**src/rtl/block_threshold_scheduler.sv**
```systemverilog
// Block-level pruning front-end: streams two rows of tile scores, tracks min/max/sum,
// divides for the mean and registers per-row pruning thresholds behind a valid/ack handshake.
module block_threshold_scheduler #(
    parameter int width = 8
) (
    input  logic                 clk,
    input  logic                 rst,
    input  logic                 start,
    input  logic [9:0]           noOfTiles,
    input  logic [2:0]           blockPruningRatio,
    input  logic                 score_valid,
    input  logic [2*width-1:0]   score0,
    input  logic [2*width-1:0]   score1,
    output logic                 score_ready,
    output logic                 busy,
    output logic [2*width-1:0]   threshold0,
    output logic [2*width-1:0]   threshold1,
    output logic                 thr_valid,
    input  logic                 thr_ack,
    output logic                 err
);
    localparam int SW = 2 * width;
    localparam int AW = SW + 10;
    localparam int IW = $clog2(AW);

    typedef enum logic [2:0] {IDLE, ACCUM, DIVIDE, FINAL, DONE} state_t;

    state_t                 state_q, state_d;
    logic [9:0]             n_q, n_d, cnt_q, cnt_d;
    logic [2:0]             ratio_q, ratio_d;
    logic [IW-1:0]          iter_q, iter_d;
    logic [1:0][SW-1:0]     min_q, min_d, max_q, max_d, thr_q, thr_d;
    logic [1:0][AW-1:0]     sum_q, sum_d;
    logic [1:0][9:0]        rem_q, rem_d;
    logic                   err_q, err_d;

    logic [1:0][SW-1:0]     score_in;
    logic [1:0][10:0]       shift_w;
    logic [1:0][9:0]        diff_w;
    logic [1:0]             ge_w;

    function automatic logic [SW-1:0] avg(input logic [SW-1:0] a, input logic [SW-1:0] b);
        logic [SW:0] s;
        s = {1'b0, a} + {1'b0, b};
        return s[SW:1];
    endfunction

    assign score_in = {score1, score0};

    // Restoring-division step; the sum registers double as the quotient shift registers.
    always_comb begin
        for (int r = 0; r < 2; r++) begin
            shift_w[r] = {rem_q[r], sum_q[r][AW-1]};
            ge_w[r]    = shift_w[r] >= {1'b0, n_q};
            diff_w[r]  = shift_w[r][9:0] - n_q;
        end
    end

    always_comb begin
        // NOTE: every _d defaults to its _q first, so no branch can infer a latch.
        state_d = state_q;
        n_d     = n_q;
        cnt_d   = cnt_q;
        ratio_d = ratio_q;
        iter_d  = iter_q;
        min_d   = min_q;
        max_d   = max_q;
        sum_d   = sum_q;
        rem_d   = rem_q;
        thr_d   = thr_q;
        err_d   = err_q;
        case (state_q)
            IDLE: begin
                if (start) begin
                    n_d     = noOfTiles;
                    ratio_d = (blockPruningRatio > 3'd4) ? 3'd4 : blockPruningRatio;
                    cnt_d   = '0;
                    sum_d   = '0;
                    min_d   = '1;
                    max_d   = '0;
                    err_d   = 1'b0;
                    if (noOfTiles == 10'd0) begin
                        thr_d   = '0;
                        err_d   = 1'b1;
                        state_d = DONE;
                    end else begin
                        state_d = ACCUM;
                    end
                end
            end
            ACCUM: begin
                if (score_valid) begin
                    for (int r = 0; r < 2; r++) begin
                        if (score_in[r] < min_q[r]) min_d[r] = score_in[r];
                        if (score_in[r] > max_q[r]) max_d[r] = score_in[r];
                        sum_d[r] = sum_q[r] + AW'(score_in[r]);
                    end
                    cnt_d = cnt_q + 10'd1;
                    if (cnt_q + 10'd1 == n_q) begin
                        iter_d  = '0;
                        rem_d   = '0;
                        state_d = DIVIDE;
                    end
                end
            end
            DIVIDE: begin
                for (int r = 0; r < 2; r++) begin
                    rem_d[r] = ge_w[r] ? diff_w[r] : shift_w[r][9:0];
                    sum_d[r] = {sum_q[r][AW-2:0], ge_w[r]};
                end
                iter_d = iter_q + 1'b1;
                if (iter_q == IW'(AW - 1)) state_d = FINAL;
            end
            FINAL: begin
                for (int r = 0; r < 2; r++) begin
                    case (ratio_q)
                        3'd0:    thr_d[r] = min_q[r];
                        3'd1:    thr_d[r] = avg(min_q[r], sum_q[r][SW-1:0]);
                        3'd2:    thr_d[r] = sum_q[r][SW-1:0];
                        3'd3:    thr_d[r] = avg(max_q[r], sum_q[r][SW-1:0]);
                        default: thr_d[r] = max_q[r];
                    endcase
                end
                state_d = DONE;
            end
            DONE: begin
                if (thr_ack) state_d = IDLE;
            end
            default: state_d = IDLE;
        endcase
    end

    // NOTE: sequential state uses non-blocking assignments only; all registers here are
    // plain flops, so each one is cleared by the asynchronous reset.
    always_ff @(posedge clk or posedge rst) begin
        if (rst) begin
            state_q <= IDLE;
            n_q     <= '0;
            cnt_q   <= '0;
            ratio_q <= '0;
            iter_q  <= '0;
            min_q   <= '0;
            max_q   <= '0;
            sum_q   <= '0;
            rem_q   <= '0;
            thr_q   <= '0;
            err_q   <= 1'b0;
        end else begin
            state_q <= state_d;
            n_q     <= n_d;
            cnt_q   <= cnt_d;
            ratio_q <= ratio_d;
            iter_q  <= iter_d;
            min_q   <= min_d;
            max_q   <= max_d;
            sum_q   <= sum_d;
            rem_q   <= rem_d;
            thr_q   <= thr_d;
            err_q   <= err_d;
        end
    end

    assign score_ready = (state_q == ACCUM);
    assign busy        = (state_q != IDLE);
    assign thr_valid   = (state_q == DONE);
    assign threshold0  = thr_q[0];
    assign threshold1  = thr_q[1];
    assign err         = err_q;
endmodule

```
**config.mk**
```make
export PLATFORM = sky130hd
export DESIGN_NAME = block_threshold_scheduler
export DESIGN_NICKNAME = d
export VERILOG_FILES = /design/src/rtl/block_threshold_scheduler.sv
export SDC_FILE = /design/constraint.sdc
export NUM_CORES = 1
export LEC_CHECK = 0
export BUFFER_PORTS_ARGS = -buffer_cell sky130_fd_sc_hd__buf_2
export CORE_MARGIN = 2
export CORE_UTILIZATION = 51
export CTS_BUF_LIST = sky130_fd_sc_hd__clkbuf_2
export DETAILED_ROUTE_END_ITERATION = 8
export GPL_TIMING_DRIVEN = 0
export PLACE_DENSITY = 0.68
export SYNTH_ARGS = -nofsm -noshare
export SYNTH_HDL_FRONTEND = slang
export SYNTH_SLANG_ARGS = --single-unit
export TNS_END_PERCENT = 10
```
**constraint.sdc**
```tcl
create_clock -name clk -period 7.5 [get_ports clk]
set_input_delay 1.5 -clock clk [delete_from_list [all_inputs] [get_ports clk]]
set_output_delay 1.5 -clock clk [all_outputs]
set_load 0.01 [all_outputs]
```
; ---- After elaboration in Yosys (flattened, before gate mapping)
; Index checks and enable logic that the tools add are counted.
[totals]
latchBits = 0
output_inout_bits = 36
elab_cells = 108
ramBits = 0
n_memories = 0
rom_bits = 0
register_bits = 200
inputBits = 50
[op_classes]
muxes = 38
n_mul = 0
addsub = 10
n_reduce_logical = 18
n_bitwise = 0
n_lt_le_gt_ge = 7
div = 0
shift = 0
eq_ne = 19
[op_table]
columns = operator, n
row1 = $mux W32, 6
row2 = $pmux W32 S2, 3
row3 = $pmux W52 S3, 1
row4 = $pmux W16 S4, 2
row5 = $mux W52, 2
row6 = $add A16 B16 Y17, 4
row7 = $mux W16, 4
row8 = $add A26 B16 Y26, 2
row9 = $mux W10, 4
row10 = $mux W20, 2
row11 = $pmux W20 S2, 1
row12 = $gt A16 B16 Y1, 2
row13 = $lt A16 B16 Y1, 2
row14 = $ge A11 B10 Y1, 2
row15 = $mux W3, 7
row16 = $pmux W10 S2, 1
row17 = $sub A10 B10 Y10, 2
row18 = $reduce_and A4 Y1, 4
row19 = $pmux W3 S5, 1
row20 = $eq A3 B2 Y1 const B, 4
row21 = $ne A2 B1 Y1 const B, 6
row22 = $reduce_and A3 Y1, 4
row23 = $add A10 B1 Y10 const B, 1
row24 = $eq A10 B10 Y1, 1
row25 = 15 further kinds, 24

; ---- Logic depth before layout (Yosys ltp)
[depth]
word_depth = 5
ltp_mapped = 16
mapped_depth_nobuf = 15

; ---- Least setup slack after synthesis
; Ideal clock, no wire load.
[synth_path]
path_kind = input port to flip-flop
start = input score1[0]
end = register sum_q[44] in the netlist's numbering
cell_stages = 12
setup_ps = 87
setup_slack_ps = 3617
arrival_ps = 3796
n_path_buf = 0
t_required_ps = 7413
cell_sequence = ha_1 inv_1 fa_1 and2b_1 o21ai_1 a21boi_2 o21ai_1 a21oi_2 a2111oi_2 or2_1 or4_1 o211ai_1
[synth_via]
elab_chain_len = 3
[synth_lines]
columns = item, line
row1 = start: declaration, 13  ; input logic [2*width-1:0] score1,
row2 = $add A26 B16 Y26, 96  ; sum_d[r] = sum_q[r] + AW'(score_in[r]);
row3 = $mux W52, 92  ; if (score_valid) begin
row4 = $pmux W52 S3, 72  ; case (state_q)
row5 = end signal: assignment, 156  ; sum_q <= sum_d;
row6 = end: declaration, 33  ; logic [1:0][AW-1:0] sum_q, sum_d;
; No other way between the ends. The select of a mux whose other input is x is not followed.
; A chain may end at the register's enable or synchronous reset.

; ---- Worst setup path after layout
[layout_path]
start = register state_q[0]
end = output score_ready
[layout_via]
elab_chain_len = 1
[layout_lines]
columns = item, line
row1 = start: declaration, 28  ; state_t state_q, state_d;
row2 = start signal: assignment, 149  ; state_q <= state_d;
row3 = $eq A3 B1 Y1, 163  ; assign score_ready = (state_q == ACCUM);
row4 = end: declaration, 14  ; output logic score_ready,
; No other way between the ends.

==> results.txt <==
Post_cts resized -> 0
Grt total ovfl -> 0
IO buf count -> 85
TritonRoute pass-1 iters -> 6
Crit path to -> score_ready
GRT Overall Usage -> 0.3014
Setup TNS -> 0 ns
Reg2reg setup slack -> 3.10 ns
Leak Pwr -> 7.791 nW
MaxCap Viol Count -> 0
GPL Wtd Cong -> 0.9043
CTS root buffer -> clkbuf_2
Non-Filler Instances -> 2317
Antenna violations before repair -> 2
RSZ-0062 raised after global routing -> no
Most common cell after layout, fill and taps aside -> nand2_1
DP HPWL -> 36.32 mm
Crit path launch type -> flip-flop
# Post-CTS Setup Buffers -> 0
Worst R2R Path Depth -> 15
Die Width -> 176.9 um
Die area -> 31290 um^2
Largest net degree at the start of global routing -> 103
Min Clock Period, post-route -> 5.249 ns
Vias in the first global route -> 13420
Final slew viol count -> 0
Synth Flop Type -> dfrtp_1
Die height -> 176.9 um
Mapped Nets -> 2013
Slew headroom -> 0.3563
Worst r2r src -> ratio_q[2]
Worst Path Max Fanout -> 10
I/O Pins -> 86
Post-Route WL -> 46.23 mm
PD cells -> 455.5 nW/um^2
H-tree Lvls -> 4
Synth top area share -> 0.3283
Global-route wire length before repair -> 72.84 mm
Outcome -> finished, final reports clean
Synth area leader -> dfrtp_1
Critical path class -> flip-flop to primary output
Synth Instances -> 1804
Total clock buffers created by CTS -> 17
FP Rows -> 63
WL/cell -> 19.95 um
CTS tree -> built
DR iter-0 viols -> 1101
Crit path DAT -> 3.75 ns
Clk_skew -> 0.05541 ns
Hold Path Class -> flip-flop to flip-flop
Placed Cells incl. Taps -> 2281
Yosys reg bits -> 200
FMAX -> 190.5 MHz
CP startpoint -> state_q[0]
Synth warn -> 0
Syn_area_per_cell -> 8.450 um^2
Endpoints failing setup -> 0
Fillers -> 2837
Initial core utilization -> 0.5157
Worst Max-Slew Pin Slew -> 0.9655 ns
CP required -> 6.00 ns
CTS sink count -> 200
Number of enable flip-flop cells after synthesis -> 0
Via count -> 14020
Most frequent cells in the layout -> nand2_1 (233), dfrtp_1 (200), nor2_1 (154)
Cell Area, Synth -> 15240 um^2
Layout cell share with drive strength beyond 1 -> 0.08268
Final Hold Fails -> 0
Clk_lat worst skew -> 0.87 ns
Fin crit share -> 0.6999
Routed Antenna Nets -> 0
Post-synth cell types -> 85
DR vias/cell -> 6.049
Top cells by area, synth -> dfrtp_1 (33%), ha_1 (13%), nand2_1 (5.7%)
Element type at the critical path end -> primary output
Async S/R FF share, synth -> 1.000
Area grow syn2layout -> 7.814%
Pwr Total -> 0.007487 W
Sequential area share after synthesis -> 0.3283
Hold buffer count at CTS -> 0
FF-to-FF End -> threshold0[13]
Core Footprint -> 29560 um^2
Fin nets -> 2119
Maximum clock path buffer count -> 2
VDD IR max -> 0.0002456 V
Reg clk slew, reported paths -> 0.30 ns
DR DRC count -> 0
[critical path, cell delays in order, from the launching register on]
cell and delay [ns]:
dfrtp_1 0.45, clkbuf_1 0.33, nand2_1 0.35, inv_1 0.33, clkbuf_1 0.53, buf_1 0.62
buf_2 0.25
[cell usage after synthesis, types with 5 or more instances]
cell type,n
a211oi_1,40
a21boi_0,6
a21o_1,43
a21oi_1,106
a221oi_1,25
a22o_1,5
a22oi_1,25
a31oi_1,12
and3_1,8
buf_1,11
buf_2,7
clkbuf_1,63
dfrtp_1,200
fa_1,6
ha_1,153
inv_1,111
mux2i_1,47
nand2_1,233
nand2b_1,16
nand3_1,35
nand3b_1,5
nand4_1,23
nor2_1,154
nor2b_1,26
nor3_1,19
nor3b_1,5
nor4_1,6
o211ai_1,10
o21a_1,11
o21ai_0,137
o21ai_1,13
o21bai_1,8
o221ai_1,7
o22a_1,33
o22ai_1,21
o311ai_0,6
o31ai_1,10
or3_1,7
or4_1,8
xnor2_1,43
xor2_1,24
[power by group]
part / internal (W) / total (W) / switching (W)
clock: 0.000128 / 0.000535 / 0.000407
sequential: 0.00147 / 0.00197 / 0.000502
combinational: 0.00208 / 0.00498 / 0.00290
total: 0.00368 / 0.00749 / 0.00381
[area by class of cell]
type                            count  area, um^2  share of cell area
Timing Repair Buffer               87       464.2             0.02824
Clock buffer                       19       95.09            0.005786
Clock inverter                     13       121.4            0.007384
Antenna cell                        4       10.01           0.0006090
Multi-Input combinational cell   1409        9493              0.5776
Inverter                          111       424.2             0.02581
Buffer                             84       335.3             0.02040
Tap cell                          390       488.0             0.02969
Sequential cell                   200        5005              0.3045
[how the worst min path moves through the flow]
stage / cells past startpoint / start / to
global placement: 2 / threshold0[5] / threshold0[5]
finish: 2 / threshold0[7] / threshold0[7]
CTS: 2 / threshold0[7] / threshold0[7]
floorplan: 2 / cnt_q[1] / cnt_q[1]
global route: 2 / threshold1[3] / threshold1[3]
detailed placement: 2 / threshold0[11] / threshold0[11]
[metrics by stage]
stage | cell area (um^2) | setup slack (ns) | util | hold slack (ns)
6_report | 16440 | 2.251 | 0.5560 | 0.5075
5_1_grt | 16430 | 2.044 | 0.5559 | 0.5417
4_1_cts | 16430 | 2.226 | 0.5557 | 0.5162
3_5_place_dp | 16210 | 3.004 | 0.5484 | 0.4658
3_3_place_gp | 16160 | -1.840 | 0.5466 | 0.4584
2_1_floorplan | 15240 | 0.5460 | - | 0.4571
[cells by family (layout without fill, tap and decap cells)]
kind of cell / count (synthesis) / after routing / synth area share
flip-flops: 200 / 200 / 0.3283
adder cells (fa/ha/maj): 159 / 159 / 0.1335
other: 0 / 4 / 0
AND/OR/NAND/NOR: 571 / 571 / 0.1722
buffers and inverters: 195 / 314 / 0.04933
XOR/XNOR: 67 / 67 / 0.03849
multiplexers: 50 / 50 / 0.03308
AO/OA/AOI/OAI: 562 / 562 / 0.2452
[sequential cells by signal (all words and copies together) (netlist names)]
name / cells
cnt_q: 10
err: 1
iter_q: 5
max_q: 32
min_q: 32
n_q: 10
ratio_q: 3
rem_q: 20
shift_w: 2
state_q: 3
sum_q: 50
threshold0: 16
threshold1: 16
[routing by layer]
layer,routed length [um],global-route usage,vias up
met4,1145,0.09504,0
met5,0,0,-
met2,21100,0.4818,483
met3,3234,0.05820,63
li1,-,-,6751
met1,20750,0.4126,6719
Power figures use the tool's default switching activity.
